==> config.mk <==
export PLATFORM = sky130hd
export DESIGN_NAME = text_scanout_flat
export DESIGN_NICKNAME = d
export VERILOG_FILES = /design/src/rtl/text_scanout_if.sv /design/src/rtl/text_scanout.sv /design/src/flat_wrapper.sv
export SDC_FILE = /design/constraint.sdc
export NUM_CORES = 1
export LEC_CHECK = 0
export BUFFER_PORTS_ARGS = -buffer_cell sky130_fd_sc_hd__buf_2
export CAP_MARGIN = 20
export CELL_PAD_IN_SITES_DETAIL_PLACEMENT = 1
export CELL_PAD_IN_SITES_GLOBAL_PLACEMENT = 1
export CORE_UTILIZATION = 35
export CTS_BUF_LIST = sky130_fd_sc_hd__clkbuf_4 sky130_fd_sc_hd__clkbuf_8 sky130_fd_sc_hd__clkbuf_16
export DETAILED_ROUTE_END_ITERATION = 12
export PLACE_DENSITY_LB_ADDON = 0.2
export SYNTH_ARGS = -nofsm -noshare
export SYNTH_HDL_FRONTEND = slang
export SYNTH_SLANG_ARGS = --single-unit
==> constraint.sdc <==
create_clock -name clk -period 5.8 [get_ports clk]
set_input_delay 0.29 -clock clk [delete_from_list [all_inputs] [get_ports clk]]
set_output_delay 0.29 -clock clk [all_outputs]
set_load 0.02 [all_outputs]
==> src/rtl/text_scanout_if.sv <==
// Memory, cursor and video bundle between text_scanout and its environment.
// master = scanout side, slave = RAM/ROM/cursor/display side.
interface text_scanout_if;
    logic [10:0] ram_addr;
    logic [7:0]  ram_data;
    logic [10:0] font_addr;
    logic [7:0]  font_data;
    logic [5:0]  cursor_x;
    logic [4:0]  cursor_y;
    logic        cursor_en;
    logic [11:0] rgb;
    logic        hsync;
    logic        vsync;
    logic        de;
    logic        vblank;

    modport master (
        output ram_addr,
        output font_addr,
        output rgb,
        output hsync,
        output vsync,
        output de,
        output vblank,
        input  ram_data,
        input  font_data,
        input  cursor_x,
        input  cursor_y,
        input  cursor_en
    );

    modport slave (
        input  ram_addr,
        input  font_addr,
        input  rgb,
        input  hsync,
        input  vsync,
        input  de,
        input  vblank,
        output ram_data,
        output font_data,
        output cursor_x,
        output cursor_y,
        output cursor_en
    );
endinterface

==> src/rtl/text_scanout.sv <==
// 40x25 text scanout: 640x480@60 timing, 2x-doubled 8x8 glyphs, blinking cursor.
// Four register stages from counters to rgb/hsync/vsync/de/vblank.
module text_scanout #(
    parameter logic [11:0] FG_COLOR     = 12'hFFF,
    parameter logic [11:0] BG_COLOR     = 12'h000,
    parameter int          BLINK_FRAMES = 16,
    parameter bit          SYNC_POL     = 1'b0
) (
    input  logic           clk,
    input  logic           reset,
    text_scanout_if.master bus
);

    localparam logic [9:0] H_ACT  = 10'd640;
    localparam logic [9:0] H_SS   = 10'd656;
    localparam logic [9:0] H_SE   = 10'd752;
    localparam logic [9:0] H_LAST = 10'd799;
    localparam logic [9:0] V_ACT  = 10'd480;
    localparam logic [9:0] V_TXT  = 10'd400;
    localparam logic [9:0] V_SS   = 10'd490;
    localparam logic [9:0] V_SE   = 10'd492;
    localparam logic [9:0] V_LAST = 10'd524;

    localparam int FW =
        (BLINK_FRAMES > 1) ? $clog2(BLINK_FRAMES) : 1;
    localparam logic [FW-1:0] F_LAST = FW'(BLINK_FRAMES - 1);

    typedef struct packed {
        logic       text;
        logic       inv;
        logic [2:0] xsub;
        logic       act;
        logic       hs;
        logic       vs;
        logic       vb;
    } tag_t;

    logic [9:0]    hcnt;
    logic [9:0]    vcnt;
    logic [FW-1:0] frame_cnt;
    logic          blink_on;
    logic          h_last;
    logic          v_last;

    assign h_last = (hcnt == H_LAST);
    assign v_last = (vcnt == V_LAST);

    always_ff @(posedge clk) begin
        if (!reset) begin
            hcnt <= '0;
            vcnt <= '0;
        end else if (h_last) begin
            hcnt <= '0;
            vcnt <= v_last ? '0 : vcnt + 10'd1;
        end else begin
            hcnt <= hcnt + 10'd1;
        end
    end

    always_ff @(posedge clk) begin
        if (!reset) begin
            frame_cnt <= '0;
            blink_on  <= 1'b0;
        end else if (h_last && v_last) begin
            if (frame_cnt == F_LAST) begin
                frame_cnt <= '0;
                blink_on  <= ~blink_on;
            end else begin
                frame_cnt <= frame_cnt + 1'b1;
            end
        end
    end

    // Stage 0: cell address and per-pixel tag from the counters
    logic        text0;
    logic [5:0]  col0;
    logic [4:0]  row0;
    logic [10:0] addr0;
    logic        hit0;
    tag_t        tag0;

    always_comb begin
        text0 = (hcnt < H_ACT) && (vcnt < V_TXT);
        col0  = hcnt[9:4];
        row0  = vcnt[8:4];
        addr0 = '0;
        if (text0) begin
            addr0 = {1'b0, row0, 5'b0}
                  + {3'b0, row0, 3'b0}
                  + {5'b0, col0};
        end
        hit0 = bus.cursor_en && blink_on && text0
            && (col0 == bus.cursor_x)
            && (row0 == bus.cursor_y);
        tag0.text = text0;
        tag0.inv  = hit0;
        tag0.xsub = hcnt[3:1];
        tag0.act  = (hcnt < H_ACT) && (vcnt < V_ACT);
        tag0.hs   = (hcnt >= H_SS) && (hcnt < H_SE);
        tag0.vs   = (vcnt >= V_SS) && (vcnt < V_SE);
        tag0.vb   = (vcnt >= V_ACT);
    end

    logic [10:0] addr_q;
    logic [2:0]  ysub_q;
    tag_t        t0;

    always_ff @(posedge clk) begin
        if (!reset) begin
            addr_q <= '0;
            ysub_q <= '0;
            t0     <= '0;
        end else begin
            addr_q <= addr0;
            ysub_q <= vcnt[3:1];
            t0     <= tag0;
        end
    end

    // Stage 1: glyph row address; non-text RAM data is masked
    logic [10:0] faddr_q;
    tag_t        t1;

    always_ff @(posedge clk) begin
        if (!reset) begin
            faddr_q <= '0;
            t1      <= '0;
        end else begin
            faddr_q <= t0.text ? {bus.ram_data, ysub_q} : '0;
            t1      <= t0;
        end
    end

    // Stage 2: pick the glyph bit and apply cursor inversion
    logic        gbit;
    logic [11:0] pix_q;
    tag_t        t2;

    assign gbit = bus.font_data[3'd7 - t1.xsub];

    always_ff @(posedge clk) begin
        if (!reset) begin
            pix_q <= '0;
            t2    <= '0;
        end else begin
            pix_q <= '0;
            if (t1.text) begin
                pix_q <= (gbit ^ t1.inv) ? FG_COLOR : BG_COLOR;
            end
            t2 <= t1;
        end
    end

    logic [11:0] rgb_q;
    logic        de_q;
    logic        hs_q;
    logic        vs_q;
    logic        vb_q;

    always_ff @(posedge clk) begin
        if (!reset) begin
            rgb_q <= '0;
            de_q  <= 1'b0;
            hs_q  <= ~SYNC_POL;
            vs_q  <= ~SYNC_POL;
            vb_q  <= 1'b0;
        end else begin
            rgb_q <= pix_q;
            de_q  <= t2.act;
            hs_q  <= t2.hs ? SYNC_POL : ~SYNC_POL;
            vs_q  <= t2.vs ? SYNC_POL : ~SYNC_POL;
            vb_q  <= t2.vb;
        end
    end

    assign bus.ram_addr  = addr_q;
    assign bus.font_addr = faddr_q;
    assign bus.rgb       = rgb_q;
    assign bus.de        = de_q;
    assign bus.hsync     = hs_q;
    assign bus.vsync     = vs_q;
    assign bus.vblank    = vb_q;

endmodule

==> src/flat_wrapper.sv <==
// flat-port wrapper written by rule: the top's interface ports become plain ports
module text_scanout_flat 
#(
    parameter logic [11:0] FG_COLOR     = 12'hFFF,
    parameter logic [11:0] BG_COLOR     = 12'h000,
    parameter int          BLINK_FRAMES = 16,
    parameter bit          SYNC_POL     = 1'b0
)
  (clk, reset, bus_ram_addr, bus_font_addr, bus_rgb, bus_hsync, bus_vsync, bus_de, bus_vblank, bus_ram_data, bus_font_data, bus_cursor_x, bus_cursor_y, bus_cursor_en);
  text_scanout_if bus_i ();
  input  logic clk;
  input  logic reset;
  output wire logic [$bits(bus_i.ram_addr)-1:0] bus_ram_addr;
  output wire logic [$bits(bus_i.font_addr)-1:0] bus_font_addr;
  output wire logic [$bits(bus_i.rgb)-1:0] bus_rgb;
  output wire logic [$bits(bus_i.hsync)-1:0] bus_hsync;
  output wire logic [$bits(bus_i.vsync)-1:0] bus_vsync;
  output wire logic [$bits(bus_i.de)-1:0] bus_de;
  output wire logic [$bits(bus_i.vblank)-1:0] bus_vblank;
  input wire logic [$bits(bus_i.ram_data)-1:0] bus_ram_data;
  input wire logic [$bits(bus_i.font_data)-1:0] bus_font_data;
  input wire logic [$bits(bus_i.cursor_x)-1:0] bus_cursor_x;
  input wire logic [$bits(bus_i.cursor_y)-1:0] bus_cursor_y;
  input wire logic [$bits(bus_i.cursor_en)-1:0] bus_cursor_en;
  assign bus_ram_addr = bus_i.ram_addr;
  assign bus_font_addr = bus_i.font_addr;
  assign bus_rgb = bus_i.rgb;
  assign bus_hsync = bus_i.hsync;
  assign bus_vsync = bus_i.vsync;
  assign bus_de = bus_i.de;
  assign bus_vblank = bus_i.vblank;
  assign bus_i.ram_data = bus_ram_data;
  assign bus_i.font_data = bus_font_data;
  assign bus_i.cursor_x = bus_cursor_x;
  assign bus_i.cursor_y = bus_cursor_y;
  assign bus_i.cursor_en = bus_cursor_en;
  text_scanout #(.FG_COLOR(FG_COLOR), .BG_COLOR(BG_COLOR), .BLINK_FRAMES(BLINK_FRAMES), .SYNC_POL(SYNC_POL)) u_core (.clk(clk), .reset(reset), .bus(bus_i));
endmodule
**Word-level counts from Yosys, hierarchy flattened**

Index checks and enable logic that the tools add are counted.

- Register bits after elaboration: 100
- Input port bits: 30
- Word-level logic and storage cells: 75

- Add/sub/neg operators: 6
- Magnitude comparators: 9
- Eq/ne operators: 5
- Muxes and demuxes: 7
- Bitwise operators: 3
- Reductions and logical operators: 14

Operators by type and width:

| kind | count |
|---|---|
| 10-bit by 9-bit < comparator with 1-bit output, second input constant | 3 |
| 10-bit by 1-bit adder with 10-bit output, second input constant | 2 |
| 10-bit equality test, second input constant | 2 |
| 10-bit by 9-bit greater-or-equal comparator with 1-bit output, second input constant | 2 |
| 10-bit < comparator, second input constant | 2 |
| 12-bit 2-to-1 mux | 1 |
| 10-bit by 8-bit adder with 11-bit output | 1 |
| 11-bit by 6-bit adder with 11-bit output | 1 |
| 10-bit greater-or-equal comparator, second input constant | 1 |
| 10-bit 2-to-1 mux | 1 |
| 1-bit logical AND | 9 |
| 2-bit AND reduction | 4 |
| 6-bit equality test | 1 |
| 5-bit equality test | 1 |
| 4-bit by 1-bit adder with 4-bit output, second input constant | 1 |
| 4-bit equality test, second input constant | 1 |
| 3-bit by 4-bit < comparator with 1-bit output, second input constant | 1 |
| 4-bit 2-to-1 mux | 1 |
| 1-bit binary-select mux with 3-bit select | 1 |
| 1-bit 2-to-1 mux | 3 |
| 3-bit subtractor, first input constant | 1 |
| 1-bit inverter | 2 |
| 2-bit OR reduction | 1 |
| 1-bit bitwise XOR | 1 |

**Longest topological paths before layout**

Gate-level depths: netlist of run 1.

- Depth in word-level cells: 5
- Gate-level depth with buffers: 8
- Gate-level depth less buffers: 8

**Least setup slack after synthesis of run 1**

No wires, ideal clock.

- Path kind: register to register
- Start: register u_core.vcnt[4]
- End: register u_core.addr_q[8] (netlist: u_core.bus.ram_addr[8])
- Data arrival time: 2.131 ns
- Data required time: 5.685 ns
- Slack: 3.554 ns
- Cell stages (with the launch flop): 9
- Period minus slack after synthesis: 2.246 ns
- Cell sequence: dfxtp_1 inv_1 fa_1 inv_1 fa_1 a21o_1 a21oi_1 xnor2_1 and2_1

- Longest elaborated chain between the ends: 3

Ends and longest elaborated chain:

| item | line | text |
|---|---|---|
| from (decl) | text_scanout.sv:39 | `logic [9:0] vcnt;` |
| from (signal assigned) | text_scanout.sv:54 | `vcnt <= v_last ? '0 : vcnt + 10'd1;` |
| parallel branches: the longest is 3 deep, another holds 10-bit by 8-bit adder with 11-bit output | n/a |  |
| to (signal assigned) | text_scanout.sv:114 | `addr_q <= addr0;` |
| to (decl) | text_scanout.sv:104 | `logic [10:0] addr_q;` |

Several ways; the timed one is not identified.
A chain may end at the register's enable or synchronous reset.

**Worst setup path after layout of run 1**

- Start: register u_core.vcnt[4]
- End: register u_core.addr_q[9] (netlist: u_core.bus.ram_addr[9])

Same word-level chain as after synthesis.

==> metrics.yaml, run 1 <==
sta:
  rsz0062_at_grt: "no"
  setup_viol_count_final: 0
  fmaxAchievable_mhz: 406.3
  tightest_slew_ns: 0.6941
  period_minus_slack_ns: 2.461
  fin_setup_tns_ns: 0
  fin_crit_sh_pct: 42.44
  final-max-slew-violation-count: 0
  skew_ns: 0.01548
  slew_headroom_pct: 53.42
  hold_violations: 0
floorplan:
  initial_core_util_pct: 36.93
  std_cell_rows: 34
  die_h_um: 98.85
  ioPinCount: 68
  die_w_um: 98.85
  die_area_mm2: 0.009771
  core_area_mm2: 0.008891
power:
  power_mw: 1.054
  power_frac_clock_pct: 44.1
  pwr-share-comb_pct: 4.0
  switching_share_pct: 23.11
  ir_drop_v: 0.0001380
  p_per_area_mw_per_mm2: 277.4
  intPower_mw: 0.8102
  power_frac_seq_pct: 51.9
  power.switching_mw: 0.2435
  leakage_nw: 1.688
drt:
  dr.pass1.iters: 4
  drt_iter0_markers: 107
  routed_via_density: 4.901
  num_vias: 2421
  routed_wl_um: 7157
  wire_per_inst_um: 14.49
  ant_nets: 0
  drc: 0
layout:
  nets: 427
  final_common_cell: "dfxtp_1"
  fin_area_mm2: 0.003799
  fillers: 1013
  layout-drive-gt1-share_pct: 24.09
  final_cell_mix: "dfxtp_1 (78), buf_2 (67), and2_1 (28)"
  syn_to_final_growth_pct: 15.70
  final_util_pct: 42.72
  diodes: 0
synthesis:
  yosys_warnings: 0
  ys_types: 45
  synth_seq_cells: 78
  synthCells: 330
  synth_edf_count: 0
  synth_nets: 376
  netlist_area_mm2: 0.003283
  syn_area_per_cell_um2: 9.949
  synth_ff_type: "dfxtp_1"
  seq_area_frac_synth_pct: 47.56
  async_flop_share_pct: 0
global_route:
  grt_pass1_wl_um: 11970
  grt_util_all_layers_pct: 15.79
  antenna_found_initial: 0
  grt_pass1_vias: 2452
  grt_max_degree: 42
  grt_overflow: 0
cts:
  clk_pin_slew_ns: 0.08
  htreeDepth: 3
  cts_setup_buffers: 0
  post_cts_resized: 0
  ctsLongestPathBuffers: 2
  cts_made_buffers: 9
  cts_tree: "yes"
  worstSkewPairLatency_ns: 0.35
  cts_root_buf: "clkbuf_8"
  clock-sinks: 78
  cts_hold_buf: 0
critical_path:
  reg2reg_from: "u_core.vcnt[4]$_SDFFE_PN0N_"
  slowest_stage: "fa_1"
  crit_start: "u_core.vcnt[4]$_SDFFE_PN0N_"
  required_ns: 6.08
  path_common_cell: "inv_1"
  cp.arrival_ns: 2.74
  critPathMaxStageDelay_ns: 0.55
  worst_setup_path_end_kind: "flop"
  path_cells: "inv_1, fa_1, inv_1, ha_1, a211oi_1, o21bai_1, a21oi_1, mux2i_1"
  startpoint_type: "flop"
  path_max_fanout: 7
  path_class: "reg2reg"
placement:
  finalWeightedCongestion: 0.8795
  portBuffers: 67
  dpl.hpwl_um: 5257
  place_area_mm2: 0.003572
job:
  cap_violations: 0
hold_path:
  min_path_type: "in2reg"
  hp-start: "bus_ram_data[5]"
status:
  status: "complete, no violations"
metal layers:
| layer | share of wire, % | global-route usage [%] | vias to the layer above |
|---|---|---|---|
| met4 | 0.87 | 4.822 | 0 |
| met1 | 50 | 20.40 | 1152 |
| met3 | 3.5 | 4.397 | 6 |
| met2 | 45 | 25.61 | 53 |
| met5 | 0 | 0 | - |
| li1 | - | - | 1210 |
path summary, 6_finish.rpt:
| kind | to | slack (ns) | depth (start not counted) |
|---|---|---|---|
| max | u_core.bus.ram_addr[9]$_SDFF_PN0_ | 3.34 | 8 |
| min | u_core.bus.font_addr[8]$_SDFF_PN0_ | 0.18 | 2 |
| max reg2reg | u_core.bus.ram_addr[9]$_SDFF_PN0_ | 3.34 | 8 |
| min reg2reg | u_core.bus.vsync$_SDFF_PN1_ | 0.38 | 1 |
area by class of cell:
class	count	area [µm²]	share of cell area, %
clock buffers	9	123.9	3.261
clock inverters	7	102.6	2.701
inverters	14	52.55	1.383
multi-input cells	211	1488	39.16
flip-flops and latches	78	1562	41.11
well taps	108	135.1	3.557
repair buffers	67	335.3	8.827
power groups by stage:
| stage | clock network [mW] | registers (mW) | logic [mW] |
|---|---|---|---|
| 4_1_cts | 0.483 | 0.547 | 0.0424 |
| 3_3_place_gp | 0 | 0.560 | 0.0422 |
| 2_1_floorplan | 0 | 0.562 | 0.0227 |
| 5_1_grt | 0.504 | 0.549 | 0.0467 |
| 6_report | 0.465 | 0.547 | 0.0417 |
| 3_5_place_dp | 0 | 0.560 | 0.0422 |
flip-flops by register name, summed over array words and instances, names as in the netlist, 3 cells and up:
signal                cells
u_core.bus.ram_addr      11
u_core.ysub_q             3
u_core.t1                 9
u_core.t2                 4
u_core.frame_cnt          4
u_core.hcnt              10
u_core.bus.font_addr     11
u_core.vcnt              10
u_core.t0                 9
synth_stat cells, types with 2 or more instances:
cell / instances / area (µm²)
o31ai_1: 3 / 22.52
inv_1: 14 / 52.55
xor2_1: 12 / 105.1
nor2_1: 25 / 93.84
nor4_1: 5 / 31.28
dfxtp_1: 78 / 1562
buf_4: 16 / 120.1
nor4bb_1: 2 / 20.02
nor3_1: 5 / 25.02
mux2i_1: 4 / 40.04
fa_1: 2 / 40.04
and3_1: 17 / 106.4
o21ai_0: 5 / 25.02
a21oi_1: 14 / 70.07
nand4_1: 9 / 56.30
mux4_2: 2 / 45.04
and4_1: 2 / 17.52
clkbuf_1: 5 / 18.77
nand3_1: 12 / 60.06
nand2_1: 11 / 41.29
and2_1: 28 / 175.2
buf_6: 2 / 22.52
buf_2: 4 / 20.02
xnor2_1: 16 / 140.1
nand2b_1: 2 / 12.51
ha_1: 14 / 175.2
or4_1: 3 / 22.52
kinds of logic (layout without fill, tap and decap cells):
group	count (synthesis)	in the layout	synth area share (%)
flops	78	78	47.56
simple gates	132	132	23.40
xor+xnor	28	28	7.469
mux	6	6	2.591
compound gates	29	29	5.297
fa+ha+maj	16	16	6.555
buf+inv	41	97	7.127
critical path, delay by kind of cell, from the launching register on:
| kind | cells | cell delay (ns) |
|---|---|---|
| adder cells (fa/ha/maj) | 2 | 0.86 |
| AO/OA/AOI/OAI | 3 | 0.63 |
| flip-flops | 1 | 0.50 |
| buffers and inverters | 2 | 0.21 |
| multiplexers | 1 | 0.19 |
through the flow:
step	cells	setup slack [ns]	hold WS [ns]
floorplan	330	3.554	0.3517
global placement	478	3.431	0.3554
detailed placement	478	3.352	0.3627
CTS	494	3.342	0.1613
global route	494	3.115	0.1664
finish	494	3.339	0.1839
Note: power is estimated with default switching activity, not from simulation.
==> run 2: changes to the inputs <==
==> constraint.sdc (replaced) <==
create_clock -name clk -period 2.2 [get_ports clk]
set_input_delay 0.11 -clock clk [delete_from_list [all_inputs] [get_ports clk]]
set_output_delay 0.11 -clock clk [all_outputs]
set_load 0.02 [all_outputs]
==> metrics.yaml, run 2 (same netlist as run 1, synthesis figures left out) <==
layout:
  final_cell_mix: "dfxtp_1 (76), buf_2 (67), and2_1 (28)"
  fillers: 1039  # +2.6%
  syn_to_final_growth_pct: 20.58
  final_cells: 518  # +4.9%
  layout-drive-gt1-share_pct: 28.29  # +4.2 points
  nets: 452  # +5.9%
  diodes: 0  # unchanged
  final_common_cell: "dfxtp_1"
cts:
  worstSkewPairLatency_ns: 0.35  # about the same
  clk_pin_slew_ns: 0.07  # about the same
  cts_made_buffers: 9  # unchanged
  clock-sinks: 78  # unchanged
  cts_setup_buffers: 0  # unchanged
  htreeDepth: 3  # unchanged
  cts_root_buf: "clkbuf_8"
  ctsLongestPathBuffers: 2  # unchanged
  cts_tree: "yes"
placement:
  portBuffers: 67  # unchanged
  place_ws_ns: -0.02437  # -3.376 ns
  finalWeightedCongestion: 0.8446  # -4.0%
  dp.cells: 496  # +3.8%
  dpl.hpwl_um: 5484  # +4.3%
sta:
  skew_ns: 0.01128  # -0.004199 ns
  rsz0062_at_grt: "yes"
  setup_ws_ns: 0.1036  # -3.235 ns
  period_minus_slack_ns: 2.096  # -0.3650 ns
  slew_headroom_pct: 65.36  # +12 points
  hold_violations: 0  # unchanged
  fin_setup_tns_ns: 0  # unchanged
  setup_viol_count_final: 0  # unchanged
  fmaxAchievable_mhz: 477.0  # +17%
  fin_crit_sh_pct: 95.29  # +53 points
  final-max-slew-violation-count: 0  # unchanged
  tightest_slew_ns: 0.5149  # -0.1792 ns
critical_path:
  path_max_fanout: 2  # -5
  path_class: "reg2reg"
  required_ns: 2.48  # -3.60 ns
  startpoint_type: "flop"
  worst_setup_path_end_kind: "flop"
  cp.arrival_ns: 2.37  # -0.37 ns
floorplan:
  die_h_um: 98.85  # unchanged
  std_cell_rows: 34  # unchanged
  die_w_um: 98.85  # unchanged
  core_area_mm2: 0.008891  # unchanged
  initial_core_util_pct: 36.93  # unchanged
  ioPinCount: 68  # unchanged
  die_area_mm2: 0.009771  # unchanged
power:
  power_frac_seq_pct: 58.1  # +6.2 points
  ir_drop_v: 0.0002317  # +68%
  switching_share_pct: 23.60  # +0.49 points
  leakage_nw: 1.780  # +5.5%
  power.switching_mw: 0.5849  # +140%
  intPower_mw: 1.893  # +130%
  pwr-share-comb_pct: 5.1  # +1.1 points
  power_frac_clock_pct: 36.7  # -7.4 points
  p_per_area_mw_per_mm2: 626.0  # +130%
global_route:
  grt_pass1_vias: 2429  # -0.94%
  grt_util_all_layers_pct: 15.90  # +0.11 points
  grt_overflow: 0  # unchanged
  antenna_found_initial: 0  # unchanged
  grt_pass1_wl_um: 11950  # -0.18%
  grt_max_degree: 39  # -7.1%
drt:
  wire_per_inst_um: 14.28  # -1.4%
  ant_nets: 0  # unchanged
  drt_iter0_markers: 63  # -41%
  drc: 0  # unchanged
  routed_wl_um: 7397  # +3.4%
  num_vias: 2481  # +2.5%
  routed_via_density: 4.790  # -2.3%
  dr.pass1.iters: 4  # unchanged
status:
  status: "complete, no violations"
job:
  cap_violations: 0  # unchanged
hold_path:
  min_path_type: "in2reg"
==> run 2: cell types whose count changed in the layout (fill, tap and decap cells not counted), sizes merged <==
cell         delta
clkinv          +4
buf            +18
inv             -4
dlygate4sd3     +7
bufinv          -2
clkinvlp        +1
==> run 2: worst max-delay path, cell delays in order, from the launching register on <==
cell and delay (ns):
dfxtp_2 0.33, inv_1 0.06, fa_1 0.54, inv_1 0.07, ha_1 0.32, a211oi_2 0.24
o21bai_1 0.14, a21oi_2 0.15, mux2i_1 0.18
==> run 2: timing repair <==
item / CTS / global route
resized for setup: 2 / 2
pin swaps: 0 / 2
hold buffers: 7 / 0
endpoints found under the setup margin: 2 / 3
endpoints found under the hold margin: 7 / 0
==> run 2: path summary, 6_finish.rpt <==
path / end / cells after the start / startpoint / slack [ns]
min: u_core.bus.font_addr[7]$_SDFF_PN0_ / 2 / bus_ram_data[4] / 0.02
min reg2reg: u_core.bus.hsync$_SDFF_PN1_ / 1 / u_core.t2[2]$_SDFF_PN0_ / 0.37
max reg2reg: u_core.bus.ram_addr[9]$_SDFF_PN0_ / 8 / u_core.vcnt[4]$_SDFFE_PN0N_ / 0.10
max: u_core.bus.ram_addr[9]$_SDFF_PN0_ / 8 / u_core.vcnt[4]$_SDFFE_PN0N_ / 0.10
==> run 2: power by group through the flow <==
stage | clock [mW] | combinational [mW] | sequential (mW)
after floorplan | 0 | 0.0598 | 1.48
after global placement | 0 | 0.117 | 1.47
after detailed placement | 0 | 0.121 | 1.47
after CTS | 0.954 | 0.131 | 1.44
after global routing | 1.01 | 0.141 | 1.44
final | 0.910 | 0.127 | 1.44
==> run 2: through the flow <==
step	util (%)	hold slack [ns]	instance area, µm²	total power, mW
3_5_place_dp	41.73	0.3554	3710	1.595
6_report	44.53	0.02041	3959	2.478
2_1_floorplan	-	0.2597	3286	1.540
3_3_place_gp	41.73	0.3504	3710	1.591
4_1_cts	44.46	0.01872	3953	2.526
5_1_grt	44.53	0.01568	3959	2.594
==> run 2: cell type report <==
type / instances / area, µm² / share of cell area (%)
Tap cell: 108 / 135.1 / 3.413
Clock buffer: 9 / 123.9 / 3.129
Timing Repair Buffer: 92 / 540.5 / 13.65
Clock inverter: 6 / 40.04 / 1.011
Inverter: 14 / 52.55 / 1.327
Multi-Input combinational cell: 211 / 1503 / 37.96
Sequential cell: 78 / 1564 / 39.51
==> run 2: routing by layer <==
metal / GRT usage [%] / vias to the layer above / wire length (µm)
met5: 0 / - / 0
met4: 6.544 / 0 / 104
met3: 3.688 / 9 / 270
met2: 26.68 / 51 / 3503
met1: 19.60 / 1166 / 3517
li1: - / 1255 / -
==> run 3: changes to the inputs <==
--- a/config.mk
+++ b/config.mk
@@ -6,13 +6,13 @@
 export NUM_CORES = 1
 export LEC_CHECK = 0
 export BUFFER_PORTS_ARGS = -buffer_cell sky130_fd_sc_hd__buf_2
-export CAP_MARGIN = 20
 export CELL_PAD_IN_SITES_DETAIL_PLACEMENT = 1
 export CELL_PAD_IN_SITES_GLOBAL_PLACEMENT = 1
 export CORE_UTILIZATION = 35
 export CTS_BUF_LIST = sky130_fd_sc_hd__clkbuf_4 sky130_fd_sc_hd__clkbuf_8 sky130_fd_sc_hd__clkbuf_16
 export DETAILED_ROUTE_END_ITERATION = 12
 export PLACE_DENSITY_LB_ADDON = 0.2
+export RECOVER_POWER = 25
 export SYNTH_ARGS = -nofsm -noshare
 export SYNTH_HDL_FRONTEND = slang
 export SYNTH_SLANG_ARGS = --single-unit
==> metrics.yaml, run 3 (same netlist as run 1, synthesis figures left out) <==
placement:
  portBuffers: 67  # unchanged
  finalWeightedCongestion: 0.8446  # unchanged
  place_ws_ns: -0.02437  # unchanged
  dpl.hpwl_um: 5484  # unchanged
sta:
  setup_ws_ns: 0.1037  # +0.0001090 ns
  slew_headroom_pct: 61.80  # -3.6 points
  fin_setup_tns_ns: 0  # unchanged
  rsz0062_at_grt: "yes"
  setup_viol_count_final: 0  # unchanged
  final-max-slew-violation-count: 0  # unchanged
  skew_ns: 0.01072  # -0.0005613 ns
  tightest_slew_ns: 0.5678  # +0.05295 ns
  period_minus_slack_ns: 2.096  # -0.0001090 ns
  hold_violations: 0  # unchanged
  fin_crit_sh_pct: 95.29  # about the same
  fmaxAchievable_mhz: 477.0  # about the same
drt:
  dr.pass1.iters: 4  # unchanged
  drc: 0  # unchanged
  num_vias: 2486  # +0.20%
  ant_nets: 0  # unchanged
  drt_iter0_markers: 45  # -29%
  routed_via_density: 4.799  # +0.20%
  routed_wl_um: 7399  # about the same
  wire_per_inst_um: 14.28  # about the same
cts:
  htreeDepth: 3  # unchanged
  ctsLongestPathBuffers: 2  # unchanged
  clk_pin_slew_ns: 0.07  # about the same
  cts_setup_buffers: 0  # unchanged
  cts_made_buffers: 9  # unchanged
  clock-sinks: 78  # unchanged
  worstSkewPairLatency_ns: 0.35  # about the same
  cts_tree: "yes"
  cts_root_buf: "clkbuf_8"
critical_path:
  critPathTopFamily: "adder cells"
  worst_setup_path_end_kind: "flop"
  slowest_stage: "fa_1"
  startpoint_type: "flop"
  path_class: "reg2reg"
  worst-path-stages: 8  # unchanged
  reg2reg_depth: 8  # unchanged
  path_max_fanout: 2  # unchanged
  ff2ff_setup_slack_ns: 0.10  # about the same
  reg2reg_to: "u_core.bus.ram_addr[9]$_SDFF_PN0_"
  crit_buf_inv: 2  # unchanged
  required_ns: 2.48  # about the same
  path_common_cell: "inv_1"
  cp.arrival_ns: 2.37  # about the same
  path_cells: "inv_1, fa_1, inv_1, ha_1, a211oi_2, o21bai_1, a21oi_2, mux2i_1"
  critPathMaxStageDelay_ns: 0.54  # about the same
  reg2reg_from: "u_core.vcnt[4]$_SDFFE_PN0N_"
layout:
  diodes: 0  # unchanged
  nets: 452  # unchanged
  layout-drive-gt1-share_pct: 27.56  # -0.73 points
  final_cell_mix: "dfxtp_1 (76), buf_2 (67), nor2_1 (25)"
  fillers: 1042  # +0.29%
  syn_to_final_growth_pct: 20.24
  final_common_cell: "dfxtp_1"
global_route:
  antenna_found_initial: 0  # unchanged
  grt_overflow: 0  # unchanged
  grt_pass1_vias: 2429  # unchanged
  grt_max_degree: 39  # unchanged
  grt_util_all_layers_pct: 15.90  # unchanged
  grt_pass1_wl_um: 11950  # unchanged
floorplan:
  die_area_mm2: 0.009771  # unchanged
  core_area_mm2: 0.008891  # unchanged
  die_h_um: 98.85  # unchanged
  ioPinCount: 68  # unchanged
  initial_core_util_pct: 36.93  # unchanged
  std_cell_rows: 34  # unchanged
  die_w_um: 98.85  # unchanged
hold_path:
  hold_depth: 2  # unchanged
  hp-start: "bus_ram_data[4]"
  hold_path_end: "u_core.bus.font_addr[7]$_SDFF_PN0_"
  min_path_type: "in2reg"
power:
  leakage_nw: 1.759  # -1.2%
  ir_drop_v: 0.0002317  # about the same
  p_per_area_mw_per_mm2: 628.0  # +0.31%
status:
  status: "complete, no violations"
job:
  cap_violations: 0  # unchanged
## run 3: layout make-up
class / count / area [µm²] / area share [%]
timing repair buffer: 92 / 529.3 / 13.41
inverter: 14 / 52.55 / 1.331
tap: 108 / 135.1 / 3.423
clock buffer: 9 / 123.9 / 3.138
clock inverter: 6 / 40.04 / 1.014
sequential: 78 / 1564 / 39.62
multi-input combinational: 211 / 1503 / 38.07
## run 3: per-stage QoR
step / cells / hold WS (ns) / instance area, µm² / util (%) / power (mW)
5_1_grt: 518 / 0.01568 / 3948 / 44.40 / 2.593
2_1_floorplan: 330 / 0.2597 / 3286 / - / 1.540
6_report: 518 / 0.01989 / 3948 / 44.40 / 2.479
3_5_place_dp: 496 / 0.3554 / 3710 / 41.73 / 1.595
4_1_cts: 518 / 0.01872 / 3953 / 44.46 / 2.526
3_3_place_gp: 496 / 0.3504 / 3710 / 41.73 / 1.591
## run 3: routing by layer
layer / global-route usage, % / wire, µm / up-vias
met2: 26.68 / 3492 / 53
met3: 3.688 / 273 / 9
li1: - / - / 1254
met4: 6.544 / 103 / 0
met5: 0 / 0 / -
met1: 19.60 / 3530 / 1170
## run 3: worst max path at each step
stage	from	to	slack (ns)
after floorplan	u_core.vcnt[4]$_SDFFE_PN0N_	u_core.bus.ram_addr[8]$_SDFF_PN0_	0.04
after CTS	u_core.vcnt[4]$_SDFFE_PN0N_	u_core.bus.ram_addr[9]$_SDFF_PN0_	0.03
after detailed placement	u_core.vcnt[4]$_SDFFE_PN0N_	u_core.bus.ram_addr[9]$_SDFF_PN0_	-0.02
final	u_core.vcnt[4]$_SDFFE_PN0N_	u_core.bus.ram_addr[9]$_SDFF_PN0_	0.10
after global routing	u_core.vcnt[4]$_SDFFE_PN0N_	u_core.bus.ram_addr[9]$_SDFF_PN0_	-0.002
after global placement	u_core.vcnt[4]$_SDFFE_PN0N_	u_core.bus.ram_addr[9]$_SDFF_PN0_	0.05
## run 3: report_power, final
part	internal, mW	leakage (nW)	switching [mW]
clock network	0.400	0.0848	0.511
logic	0.0618	1.04	0.0647
registers	1.43	0.633	0.0110
total	1.89	1.76	0.587
## run 3: what timing repair did
item,in CTS,in global routing
hold buffers,7,0
gates resized for setup,2,2
hold endpoints to repair,7,0
setup endpoints to repair,2,3
pin swaps,0,2
## run 3: worst reg2reg max path, stage by stage (launching register included)
cell,delay (ns)
dfxtp_2,0.33
inv_1,0.06
fa_1,0.54
inv_1,0.07
ha_1,0.32
a211oi_2,0.24
o21bai_1,0.14
a21oi_2,0.15
mux2i_1,0.18
